`src/rtl/xm23_pipe_pkg.sv`:
```
// xm23_pipe_pkg
// Shared types and constants for the XM23 back-end pipeline controller:
// FSM state encoding, stall reason bit positions, forward-select codes,
// the scoreboard entry layout and a register one-hot helper.
// Optional feature macro used by the files importing this package: PIPE_FWD_EN.

package xm23_pipe_pkg;

  typedef enum logic [1:0] {
    ST_RUN   = 2'd0,
    ST_FLUSH = 2'd1,
    ST_DRAIN = 2'd2,
    ST_SLEEP = 2'd3
  } pipe_state_e;

  localparam int STALL_RAW_S = 0;
  localparam int STALL_RAW_D = 1;
  localparam int STALL_LOAD  = 2;
  localparam int STALL_SLEEP = 3;

  localparam logic [1:0] FWD_REGFILE = 2'd0;
  localparam logic [1:0] FWD_EXEC    = 2'd1;
  localparam logic [1:0] FWD_MEM     = 2'd2;
  localparam logic [1:0] FWD_WB      = 2'd3;

  typedef struct packed {
    logic       valid;
    logic [7:0] mask;
    logic       load;
  } sb_entry_t;

  function automatic logic [7:0] reg_onehot(input logic [2:0] idx);
    reg_onehot = 8'b0000_0001 << idx;
  endfunction

endpackage

```
`src/rtl/pipe_scoreboard.sv`:
```
// pipe_scoreboard
// Three-entry in-flight write scoreboard (execute, memory, writeback) that
// mirrors the pipeline registers, plus hazard/forward decode for one source
// register port. The top instantiates one copy per source port (S and D);
// both copies receive identical push data so their contents always agree.
//
// Ports:
//   clk, reset     clock, synchronous active-high reset
//   push_en        load push_entry into the execute slot, otherwise a bubble
//   push_entry     entry describing the instruction leaving decode
//   rd_en          this port really reads a register this cycle
//   rd_idx         register index read by this port
//   raw_stall      port must stall on a RAW hazard
//   load_stall     port must stall because the producer is a load
//   any_valid      at least one entry is occupied
//   fwd_sel        forward select (only with PIPE_FWD_EN)

module pipe_scoreboard
  import xm23_pipe_pkg::*;
(
  input  logic       clk,
  input  logic       reset,
  input  logic       push_en,
  input  sb_entry_t  push_entry,
  input  logic       rd_en,
  input  logic [2:0] rd_idx,
  output logic       raw_stall,
  output logic       load_stall,
  output logic       any_valid
`ifdef PIPE_FWD_EN
  ,
  output logic [1:0] fwd_sel
`endif
);

  sb_entry_t  sb [3];
  logic [2:0] match;

  always_ff @(posedge clk) begin
    if (reset) begin
      sb[0] <= '0;
      sb[1] <= '0;
      sb[2] <= '0;
    end else begin
      sb[2] <= sb[1];
      sb[1] <= sb[0];
      sb[0] <= push_en ? push_entry : '0;
    end
  end

  // A writeback-slot write commits at the end of the cycle, so sb[2] still
  // matches like the younger slots.
  always_comb begin
    match = '0;
    for (int i = 0; i < 3; i++) begin
      match[i] = rd_en && sb[i].valid && sb[i].mask[rd_idx];
    end
  end

  assign any_valid = sb[0].valid | sb[1].valid | sb[2].valid;

`ifdef PIPE_FWD_EN
  // Only a load still in execute cannot be forwarded: its data arrives from
  // memory one cycle later.
  assign raw_stall  = 1'b0;
  assign load_stall = match[0] & sb[0].load;

  always_comb begin
    fwd_sel = FWD_REGFILE;
    if (match[0]) begin
      fwd_sel = FWD_EXEC;
    end else if (match[1]) begin
      fwd_sel = FWD_MEM;
    end else if (match[2]) begin
      fwd_sel = FWD_WB;
    end
  end
`else
  assign raw_stall  = |match;
  assign load_stall = |(match & {sb[2].load, sb[1].load, sb[0].load});
`endif

endmodule

```
`src/rtl/pipeline_controller.sv`:
```
// pipeline_controller
// Hazard and flow controller for the XM23 3-stage back-end. Tracks in-flight
// register writes, raises stall reasons, sequences branch-mispredict flushes
// and the SLP drain/sleep hold.
//
// Build option: define PIPE_FWD_EN to enable operand forwarding and the
// fwd_s_o / fwd_d_o ports; without it every RAW hazard stalls.
//
// Parameters:
//   CLEAR_CYCLES   cycles clear_o is held after a mispredict (1..7)
// Ports:
//   clk, reset               clock, synchronous active-high reset
//   dec_valid                decode holds a real instruction
//   dec_rd_s, dec_s          S operand read enable / index
//   dec_rd_d, dec_d          D operand read enable / index
//   dec_wr_d, dec_wr_s       instruction writes D / S
//   dec_load                 result comes from memory access
//   dec_slp                  instruction is SLP
//   branch_fail              branch prediction failed this cycle
//   wake                     wake event, leaves SLEEP
//   stall_o                  stall reasons {0000, sleep, load, raw_d, raw_s}
//   clear_o                  flush the decode->execute register
//   fetch_hold_o             freeze PC/fetch
//   state_o                  current FSM state
//   fwd_s_o, fwd_d_o         forward selects (PIPE_FWD_EN only)
//
// state  | meaning
// RUN    | normal issue, hazards checked against the scoreboard
// FLUSH  | clear_o held while the down-counter runs out
// DRAIN  | SLP accepted, issue blocked until the scoreboard empties
// SLEEP  | issue blocked and fetch frozen until wake

module pipeline_controller
  import xm23_pipe_pkg::*;
#(
  parameter int unsigned CLEAR_CYCLES = 1
) (
  input  logic       clk,
  input  logic       reset,
  input  logic       dec_valid,
  input  logic       dec_rd_s,
  input  logic [2:0] dec_s,
  input  logic       dec_rd_d,
  input  logic [2:0] dec_d,
  input  logic       dec_wr_d,
  input  logic       dec_wr_s,
  input  logic       dec_load,
  input  logic       dec_slp,
  input  logic       branch_fail,
  input  logic       wake,
  output logic [7:0] stall_o,
  output logic       clear_o,
  output logic       fetch_hold_o,
  output logic [1:0] state_o
`ifdef PIPE_FWD_EN
  ,
  output logic [1:0] fwd_s_o,
  output logic [1:0] fwd_d_o
`endif
);

  localparam logic [2:0] CLR_RELOAD = 3'(CLEAR_CYCLES - 1);

  pipe_state_e state_q, state_d;
  logic [2:0]  cnt_q, cnt_d;

  sb_entry_t   push_entry;
  logic        push_en;
  logic        slp_accept;
  logic        raw_s, raw_d, ld_s, ld_d;
  logic        any_s, any_d;
  logic        sb_empty;
  logic        in_flush;
  logic        sleep_stall;

  always_comb begin
    push_entry       = '0;
    push_entry.valid = 1'b1;
    push_entry.load  = dec_load;
    if (dec_wr_d) push_entry.mask = push_entry.mask | reg_onehot(dec_d);
    if (dec_wr_s) push_entry.mask = push_entry.mask | reg_onehot(dec_s);
  end

  pipe_scoreboard u_sb_s (
    .clk        (clk),
    .reset      (reset),
    .push_en    (push_en),
    .push_entry (push_entry),
    .rd_en      (dec_valid & dec_rd_s),
    .rd_idx     (dec_s),
    .raw_stall  (raw_s),
    .load_stall (ld_s),
    .any_valid  (any_s)
`ifdef PIPE_FWD_EN
    ,
    .fwd_sel    (fwd_s_o)
`endif
  );

  pipe_scoreboard u_sb_d (
    .clk        (clk),
    .reset      (reset),
    .push_en    (push_en),
    .push_entry (push_entry),
    .rd_en      (dec_valid & dec_rd_d),
    .rd_idx     (dec_d),
    .raw_stall  (raw_d),
    .load_stall (ld_d),
    .any_valid  (any_d)
`ifdef PIPE_FWD_EN
    ,
    .fwd_sel    (fwd_d_o)
`endif
  );

  // Both copies hold the same entries; combining keeps either copy honest.
  assign sb_empty    = ~(any_s | any_d);

  assign in_flush    = (state_q == ST_FLUSH);
  assign sleep_stall = (state_q == ST_DRAIN) || (state_q == ST_SLEEP);

  always_comb begin
    stall_o                = '0;
    stall_o[STALL_RAW_S]   = raw_s & ~in_flush;
    stall_o[STALL_RAW_D]   = raw_d & ~in_flush;
    stall_o[STALL_LOAD]    = (ld_s | ld_d) & ~in_flush;
    stall_o[STALL_SLEEP]   = sleep_stall;
  end

  assign clear_o      = in_flush;
  assign fetch_hold_o = (state_q == ST_SLEEP);
  assign state_o      = state_q;

  assign push_en    = dec_valid && (stall_o == 8'h00) && !clear_o;
  assign slp_accept = push_en && dec_slp;

  always_ff @(posedge clk) begin
    if (reset) begin
      state_q <= ST_RUN;
      cnt_q   <= '0;
    end else begin
      state_q <= state_d;
      cnt_q   <= cnt_d;
    end
  end

  // branch_fail outranks everything, including an ongoing flush (reload).
  always_comb begin
    state_d = state_q;
    cnt_d   = cnt_q;
    if (branch_fail) begin
      state_d = ST_FLUSH;
      cnt_d   = CLR_RELOAD;
    end else begin
      unique case (state_q)
        ST_RUN: begin
          if (slp_accept) state_d = ST_DRAIN;
        end
        ST_FLUSH: begin
          if (cnt_q == 3'd0) begin
            state_d = ST_RUN;
          end else begin
            cnt_d = cnt_q - 3'd1;
          end
        end
        ST_DRAIN: begin
          if (sb_empty) state_d = ST_SLEEP;
        end
        ST_SLEEP: begin
          if (wake) state_d = ST_RUN;
        end
        default: state_d = ST_RUN;
      endcase
    end
  end

endmodule
```
`config.mk`:
```
export PLATFORM = sky130hd
export DESIGN_NAME = pipeline_controller
export DESIGN_NICKNAME = d
export VERILOG_FILES = /design/src/rtl/xm23_pipe_pkg.sv /design/src/rtl/pipe_scoreboard.sv /design/src/rtl/pipeline_controller.sv
export SDC_FILE = /design/constraint.sdc
export NUM_CORES = 1
export LEC_CHECK = 0
export CAP_MARGIN = 10
export CORE_ASPECT_RATIO = 2
export CORE_MARGIN = 1.5
export CORE_UTILIZATION = 40
export CTS_BUF_LIST = sky130_fd_sc_hd__clkbuf_4 sky130_fd_sc_hd__clkbuf_8
export DETAILED_ROUTE_END_ITERATION = 16
export PLACE_DENSITY = 0.66
export SETUP_SLACK_MARGIN = 0.4
export SKIP_LAST_GASP = 1
export SYNTH_ARGS = -nofsm -noshare
export SYNTH_HDL_FRONTEND = slang
export SYNTH_SLANG_ARGS = --single-unit
```
`constraint.sdc`:
```
create_clock -name clk -period 2.2 [get_ports clk]
set_clock_uncertainty 0.05 [all_clocks]
set_input_delay 0.44 -clock clk [delete_from_list [all_inputs] [get_ports clk]]
set_output_delay 0.44 -clock clk [all_outputs]
set_load 0.1 [all_outputs]
```
### Word level (Yosys, flattened, before mapping)

Memory sizes are Yosys's and may differ from the RTL's.
Index checks and enable logic that the tools add are counted.

* add/sub/neg operators: 1
* magnitude comparators: 2
* eq/ne operators: 11
* shift-type cells: 2
* muxes and demuxes: 30
* bitwise logic cells: 22
* reduce and logical (&&, ||, !) cells: 28

Operator list (number)
* 2-to-1 mux 10 bit: 7
* binary-select mux 1 bit (select 3 bit): 6
* 2-to-1 mux 8 bit: 2
* left shift 1 x 3 -> 8 bit (first input constant): 2
* logical AND 1 bit: 15
* OR 1 bit: 12
* OR reduction 3 bit: 4
* 2-to-1 mux 1 bit: 10
* != test 3 bit (second input constant): 3
* zero test 8 bit: 1
* < comparator 3 x 4 -> 1 bit (second input constant): 2
* 2-to-1 mux 2 bit: 4
* OR 8 bit: 1
* case mux 2 bit (4 select lines): 1
* AND reduction 4 bit: 2
* AND 3 bit: 2
* != test 2 bit (second input constant): 3
* AND 1 bit: 5
* == test 2 bit (second input constant): 2
* zero test 3 bit: 1
* != test 3 x 2 -> 1 bit (second input constant): 1
* subtractor 3 x 1 -> 3 bit (second input constant): 1
* == test 2 x 1 -> 1 bit (second input constant): 1
* zero test 2 bit: 1
* 6 further kinds: 7

* bits in registers: 5
* bits in writable memories: 60
* input port bits: 17
* output and inout port bits: 12
* memories: 2

Memory list
* u_sb_d.sb: words 3, width 10, rd ports 3, clocked after memory_dff 0, write ports 3, line pipe_scoreboard.sv:36 `sb_entry_t sb [3];`
* u_sb_s.sb: words 3, width 10, rd ports 3, clocked after memory_dff 0, write ports 3, line pipe_scoreboard.sv:36

### Longest topological paths before layout

An unclocked memory read counts as a cell.

* word-level depth: 15
* mapped depth: 8
* mapped depth without buffers: 6

### Cells and area by module

Synthesis repeated with hierarchy kept, for this count alone.

* cells, all modules: 256
* area total of the unflattened synthesis: 2641.3 µm²

By module, submodules not included
* pipe_scoreboard: times used 2, cells each 94, area each 1077.3 µm²
* pipeline_controller: times used 1, cells each 68, area each 486.7 µm²

### Least setup slack after synthesis

No wires, ideal clock.

* path type: reg-to-output
* start point: register state_q[1] (netlist: state_o[1])
* end point: output stall_o[0]
* data arrival time: 3432 ps
* data required time: 1710 ps
* slack: -1722 ps
* stages on the path, launching flop included: 4
* path buffers: 0
* path through: dfxtp_1 -> nand2b_1 -> inv_1 -> a31oi_1

* word-level cells in the longest chain between the ends: 3

RTL lines
* from (decl): line pipeline_controller.sv:64 `pipe_state_e state_q, state_d;`
* from (signal assigned): line pipeline_controller.sv:142 `state_q <= state_d;`
* == test 2 x 1 -> 1 bit: line pipeline_controller.sv:119 `assign in_flush = (state_q == ST_FLUSH);`
* named net clear_o: line pipeline_controller.sv:52 `output logic clear_o,`
* NOT 1 bit: line pipeline_controller.sv:124 `stall_o[STALL_RAW_S] = raw_s & ~in_flush;`
* AND 1 bit: line pipeline_controller.sv:124
* to (decl): line pipeline_controller.sv:51 `output logic [7:0] stall_o,`

The timed path passes the listed nets, and every way through them passes these cells.

### Worst setup path in the final report

* start point: input dec_d[1]
* end point: output stall_o[2]

* word-level cells in the longest chain between the ends: 7

RTL lines
* from (decl): line pipeline_controller.sv:44 `input logic [2:0] dec_d,`
* binary-select mux 1 bit (select 3 bit): line pipe_scoreboard.sv:56 `match[i] = rd_en && sb[i].valid && sb[i].mask[rd_idx];`
* 2-to-1 mux 1 bit (not written as such): line pipe_scoreboard.sv:56
* logical AND 1 bit: line pipe_scoreboard.sv:56
* AND 3 bit (*): line pipe_scoreboard.sv:80 `assign load_stall = |(match & {sb[2].load, sb[1].load, sb[0].load});`
* OR reduction 3 bit (*): line pipe_scoreboard.sv:80
* OR 1 bit (*): line pipeline_controller.sv:126 `stall_o[STALL_LOAD] = (ld_s | ld_d) & ~in_flush;`
* AND 1 bit (*): line pipeline_controller.sv:126

Mark *: on every way between the ends. The rest lies on a longest branch, timed or not. The select of a mux whose other input is x is not followed.

==> results.sh <==
export IMPL_ir_worst_vdd_mv=0.5132
export IMPL_cts_buffers=5
export IMPL_diodes=0
export IMPL_rsz0062_at_grt="true"
export IMPL_crit_cells=8
export IMPL_wl_mm=5.224
export IMPL_grt_pass1_vias=1852
export IMPL_synthCells=208
export IMPL_synth_top_area_frac=0.3599
export IMPL_core_area_um2=4642
export IMPL_syn2layout_area_growth_pct=48.52
export IMPL_drtIter0Drc=25
export IMPL_multi_input_area_um2=1329
export IMPL_period_share=1.091
export IMPL_hold_violations=0
export IMPL_die_x_um=52.33
export IMPL_grt_pass1_wl_mm=8.169
export IMPL_cp_data_arrival_time_ns=1.91
export IMPL_drive_above_1_share=0.4813
export IMPL_fp_row_count=35
export IMPL_grt_total_usage=0.2081
export IMPL_max_stage_delay_ns=0.39
export IMPL_crit_path_start_kind="input port"
export IMPL_root_buffer="clkbuf_8"
export IMPL_grt_max_degree=27
export IMPL_syn_cell_area_um2=1947
export IMPL_port_buffers=24
export IMPL_cts_sinks=35
export IMPL_finalWorstSetupSlack_ns=-0.1995
export IMPL_fin_cells=323
export IMPL_slowest_stage="a311o_2"
export IMPL_antenna_left=0
export IMPL_leakagePower_nw=1.110
export IMPL_violations="negative setup slack"
export IMPL_ys_warn_count=0
export IMPL_ys_flop_type="dfxtp_1"
export IMPL_place_gp_congestion=0.8870
export IMPL_path_delay_family="compound AO/OA/AOI/OAI gates"
export IMPL_wl_per_cell_um=16.17
export IMPL_cts_tree="yes"
export IMPL_seqCellArea_um2=706.9
export IMPL_yosysMostFrequentCell="dfxtp_1"
export IMPL_initial_utilization=0.4194
export IMPL_synth_area_top_cells="dfxtp_1 36%, mux2i_1 7.7%, nor2b_1 7.1%, nand2_1 3.3%, a21oi_1 2.8%"
export IMPL_die_area_um2=5320
export IMPL_die_h_um=101.7
export IMPL_outcome="finished with violations"
export IMPL_grt_ovfl_total=0
export IMPL_antenna_found_initial=0
export IMPL_fillerInstances=406
export IMPL_dpl_hpwl_mm=3.893
export IMPL_power_density_nw_per_um2=494.3
export IMPL_vias=1727
export IMPL_drc=0
export IMPL_criticalPathCategory="in2out"
export IMPL_clk_latency_ns=0.29
export IMPL_fin_crit_ns=2.399
export IMPL_r2r_cells=7
export IMPL_timing_fmax_ghz=0.4168
export IMPL_path_cells="buf_4 -> buf_6 -> mux2_1 -> a2bb2oi_2 -> o211ai_2 -> a21oi_2 -> a311o_2 -> buf_12"
export IMPL_drt_pass1_iterations=4
export IMPL_cp_end_kind="output pin"
export IMPL_viasPerCell=5.347
export IMPL_synth_edf_count=0
export IMPL_dp_cells=309
export IMPL_synth_commonest_cells="35 x dfxtp_1, 22 x nor2b_1, 17 x nand2_1"
export IMPL_maxCapViolCount=0
export IMPL_synth_area_per_cell_um2=9.360
export IMPL_critical_path_max_fanout=5
export IMPL_worst_path_buf_inv=3
export IMPL_fin_nets=286
export IMPL_synth_distinct_cells=46
export IMPL_power_w=0.001429
export IMPL_hold_depth=1
export IMPL_synth_async_reset_ratio=0
export IMPL_cp_required_ns=1.71
export IMPL_synth_largest_area_cell="dfxtp_1"
export IMPL_ys_seq_area_frac=0.3599
export IMPL_path_clk_slew_ns=0.07
export IMPL_clockBufferDepth=2
export IMPL_slew_violations=0
export IMPL_hold_path_class="reg2reg"
export IMPL_ys_ff_latch=35
export IMPL_cts_htree_levels=2
export IMPL_io_pin_count=29
export IMPL_final_setup_viol_count=3
[cells in the final DEF, fill, tap and decap left out, types with 3 or more instances in the layout]
cell             synthesis  final
nor2b_1                 22     22
nand3_1                  9      5
o32a_2                   4      4
nor3_1                   8      8
buf_6                    3     10
nor2_1                   7      4
inv_1                    8      7
o21ai_0                  3      3
nor4_1                   7      4
a21oi_2                  0      7
clkbuf_8                 4      5
nand2_1                 17     14
buf_12                   0      7
nand3_4                  2      3
nand2_2                  0      3
clkinv_2                 0      3
a21oi_1                 11      4
mux2i_1                 15     11
mux2i_4                  0      3
and2b_2                  3      3
a31oi_4                  0      3
conb_1                   1      4
dfxtp_1                 35     32
nand3_2                  0      3
nor2_2                   0      3
clkdlybuf4s50_1          0      7
buf_4                    6     36
[layout make-up]
class | count | area share
Clock buffer | 5 | 0.02380
Clock inverter | 3 | 0.005193
Inverter | 8 | 0.01168
Multi-Input combinational cell | 150 | 0.4595
Sequential cell | 35 | 0.2445
Tap cell | 55 | 0.02380
Timing Repair Buffer | 67 | 0.2315
[registers in the layout (all words and copies together) (netlist names)]
signal and flops:
u_sb_d.sb 29, cnt_q 3, state_o 2, u_sb_s.sb 1
[worst register-to-register path, cell delays in order, from the launching register on]
cell	delay (ns)
dfxtp_2	0.33
mux4_2	0.46
nand2b_4	0.17
nand3_4	0.06
buf_4	0.14
nand3_4	0.13
buf_6	0.16
nor4_4	0.25
[repair_timing]
| action | in CTS | in global routing |
|---|---|---|
| cloned | 2 | 0 |
| pin swaps | 11 | 14 |
| endpoints found under the setup margin | 14 | 14 |
| setup buffers | 4 | 0 |
| resized for setup | 57 | 27 |
| hold buffers | 0 | 0 |
[through the flow]
| step | TNS (ns) | area, um2 | hold WS [ns] | worst slack [ns] | utilization |
|---|---|---|---|---|---|
| 2_1_floorplan | -0.7990 | 2029 | 0.3879 | -0.3313 | - |
| 3_3_place_gp | -6.648 | 2514 | 0.4122 | -0.5997 | 0.5415 |
| 3_5_place_dp | -6.904 | 2514 | 0.4192 | -0.6279 | 0.5415 |
| 4_1_cts | -0.4800 | 2793 | 0.4308 | -0.2275 | 0.6016 |
| 5_1_grt | -0.6057 | 2892 | 0.4409 | -0.2601 | 0.6229 |
| 6_report | -0.4305 | 2892 | 0.4293 | -0.1995 | 0.6229 |
[cells by family after synthesis]
| family | Yosys count | synth area share |
|---|---|---|
| xor+xnor | 2 | 0.008999 |
| flops | 35 | 0.3599 |
| simple gates | 86 | 0.2654 |
| other cells | 1 | 0.001926 |
| mux | 21 | 0.1176 |
| fa+ha+maj | 2 | 0.01285 |
| compound gates | 35 | 0.1388 |
| buf+inv | 26 | 0.09446 |
[routing by layer]
layer	share of wire	global-route usage
met1	0.36	0.2015
met2	0.58	0.3971
met3	0.025	0.03687
met4	0.036	0.1026
met5	0	0
[report_power, final]
| part | switching [W] | leakage (nW) | internal [W] |
|---|---|---|---|
| registers | 0.0000127 | 0.285 | 0.000644 |
| logic | 0.000191 | 0.778 | 0.000136 |
| clock network | 0.000229 | 0.0477 | 0.000216 |
| total | 0.000433 | 1.11 | 0.000997 |
[final timing paths]
kind	start	to	slack, ns
worst max register to register	u_sb_d.sb[0][8]$_SDFF_PP0_	u_sb_d.sb[0][2]$_SDFF_PP0_	0.38
worst min-delay path	u_sb_d.sb[0][10]$_SDFF_PP0_	u_sb_d.sb[0][20]$_SDFF_PP0_	0.43
worst min register to register	u_sb_d.sb[0][10]$_SDFF_PP0_	u_sb_d.sb[0][20]$_SDFF_PP0_	0.43
worst max-delay path	dec_d[1]	stall_o[2]	-0.20
Power figures use the tool's default switching activity.
==> edit, RTL diff (config.mk and constraints unchanged) <==
The option `PIPE_FWD_EN` is turned on by a define.
--- a/src/rtl/pipe_scoreboard.sv
+++ b/src/rtl/pipe_scoreboard.sv
@@ -14,6 +14,8 @@
 //   load_stall     port must stall because the producer is a load
 //   any_valid      at least one entry is occupied
 //   fwd_sel        forward select (only with PIPE_FWD_EN)
+
+`define PIPE_FWD_EN
 
 module pipe_scoreboard
   import xm23_pipe_pkg::*;
Check against the original RTL (old outputs only; new: fwd_d_o and fwd_s_o): not equivalent (Yosys sat finds a counterexample within 4 cycles, from zero or initial values and one cycle with reset high).
==> edit against the original RTL <==
  * Design area fell by 16%
  * Critical path type is now register to output pin
  * The run still ends with negative setup slack left
  * Synthesized area fell by 11%
  * Synthesized cell count fell by 13%
  * Utilization fell by 3.2 points
  * Power fell by 4.7%
  * Count of clock-buffer cells in the layout rose by 2
  * Setup slack improved by 80 ps
  * Sequential cell count fell by 2
  * Global-route usage rose by 0.60 points
  * Wire length fell by 12%
==> edit: results (changes against the original RTL) <==
.. list-table::
   :header-rows: 1

   * - Metric
     - Value
   * - Static leakage
     - 0.950 nW (-14%)
   * - Post-detailed-route via-to-cell ratio
     - 5.40 (+1.0%)
   * - Slowest stage delay, CP
     - 450 ps (+60 ps)
   * - Routability congestion estimate from global placement
     - 0.948 (+6.9%)
   * - Number of flip-flops under the largest register name
     - 27 (-6.9%)
   * - Met3 Use GR
     - 0.0248 (-0.0120)
   * - Share of the final layout cell area in multi-input gates
     - 0.445 (-0.0146)
   * - Cells after synthesis
     - 181 (-13%)
   * - Routed wire length on met3
     - 166 µm (+28%)
   * - Met2 track demand over resource in global routing
     - 0.432 (+0.0353)
   * - Reg with most FFs
     - u_sb_s.sb
   * - Ratio of cells with drive above 1 in the final layout
     - 0.390 (-0.0910)
   * - Complex-gate fraction of the synthesized area
     - 0.106 (-0.0332)
   * - Worst voltage drop across the vdd grid
     - 0.000426 V (-17%)
   * - Total negative setup slack
     - -467 ps (-36.3 ps)
   * - Share of cell area taken by muxes after synthesis
     - 0.169 (+0.0516)
   * - Sw power
     - 0.379 mW (-12%)
   * - Worst setup slack for register-to-register paths
     - 510 ps (+130 ps)
   * - Status
     - finished, violations left
   * - Sequential fraction of total cell area
     - 0.275 (+0.0302)
   * - Smallest setup slack after layout
     - -120 ps (+79.9 ps)
   * - Sink count of the clock tree
     - 33 (-5.7%)
   * - Number of buffers inserted by port buffering
     - 26 (+8.3%)
   * - Vias in the first global route
     - 1677 (-9.4%)
   * - Post-CTS repair timing setup buffer count
     - 2 (-2)
   * - CP Max Fanout
     - 2 (-3)
   * - Clock network area share
     - 0.0415 (+0.0125)
   * - Data arrival time of the critical path
     - 1830 ps (-80 ps)
   * - Cell with the biggest individual delay on the critical path
     - sky130_fd_sc_hd__mux4_2
   * - Total length of routed met2 wires
     - 2.71 mm (-11%)
   * - Number of non-clock buffers in the layout
     - 52 (-22%)
   * - Worst hold slack after final layout
     - 433 ps (+3.76 ps)
   * - Number of optimization iterations in the first detailed-route pass
     - 6 (+2)
   * - Wire length of the first global-routing pass
     - 7.49 mm (-8.3%)
   * - Area occupied by multi-input gates
     - 1090 µm² (-18%)
   * - Unique masters post-synth
     - 34 (-26%)
   * - Largest net degree at the start of global routing
     - 25 (-7.4%)
   * - Xor/xnor share of the synthesized area
     - 0.0101 (+0.00113)
   * - Post-place instance area
     - 2290 µm² (-9.1%)
   * - Layout fillers
     - 362 (-11%)
   * - Adder-cell share of the synthesized area
     - 0.0145 (+0.00161)
   * - Fraction of cell area in non-clock buffers
     - 0.208 (-0.0239)
   * - Area growth from synthesis to layout
     - 41.1%
   * - DR WL/cell
     - 16.4 µm (+1.5%)
   * - Resize count post-CTS
     - 36 (-37%)
   * - Violated checks
     - negative setup slack
   * - Vias after detailed routing
     - 1512 (-12%)
   * - Finish-stage setup viols
     - 5 (+2)
   * - Starting DRC count in detailed routing
     - 30 (+20%)
   * - Top cell types by occurrence after synthesis
     - sky130_fd_sc_hd__dfxtp_1 (33), sky130_fd_sc_hd__nor2b_1 (20), sky130_fd_sc_hd__nand2_1 (16)
   * - Layout clock buffers
     - 7 (+2)
## edit: path summary, 6_finish.rpt
check | depth (start not counted) | start | end
min reg2reg | 1 | u_sb_s.sb[0][4]$_SDFF_PP0_ | u_sb_s.sb[0][14]$_SDFF_PP0_
min | 1 | u_sb_s.sb[0][4]$_SDFF_PP0_ | u_sb_s.sb[0][14]$_SDFF_PP0_
max | 5 | u_sb_s.sb[0][25]$_SDFF_PP0_ | fwd_d_o[0]
max reg2reg | 5 | u_sb_s.sb[0][4]$_SDFF_PP0_ | u_sb_s.sb[0][2]$_SDFF_PP0_
## edit: power groups by stage
| stage | clock, mW | sequential, mW | combinational, mW |
|---|---|---|---|
| finish | 0.498 | 0.616 | 0.249 |
| global route | 0.535 | 0.616 | 0.263 |
| CTS | 0.511 | 0.615 | 0.248 |
| detailed placement | 0 | 0.629 | 0.242 |
| global placement | 0 | 0.628 | 0.239 |
| floorplan | 0 | 0.637 | 0.155 |
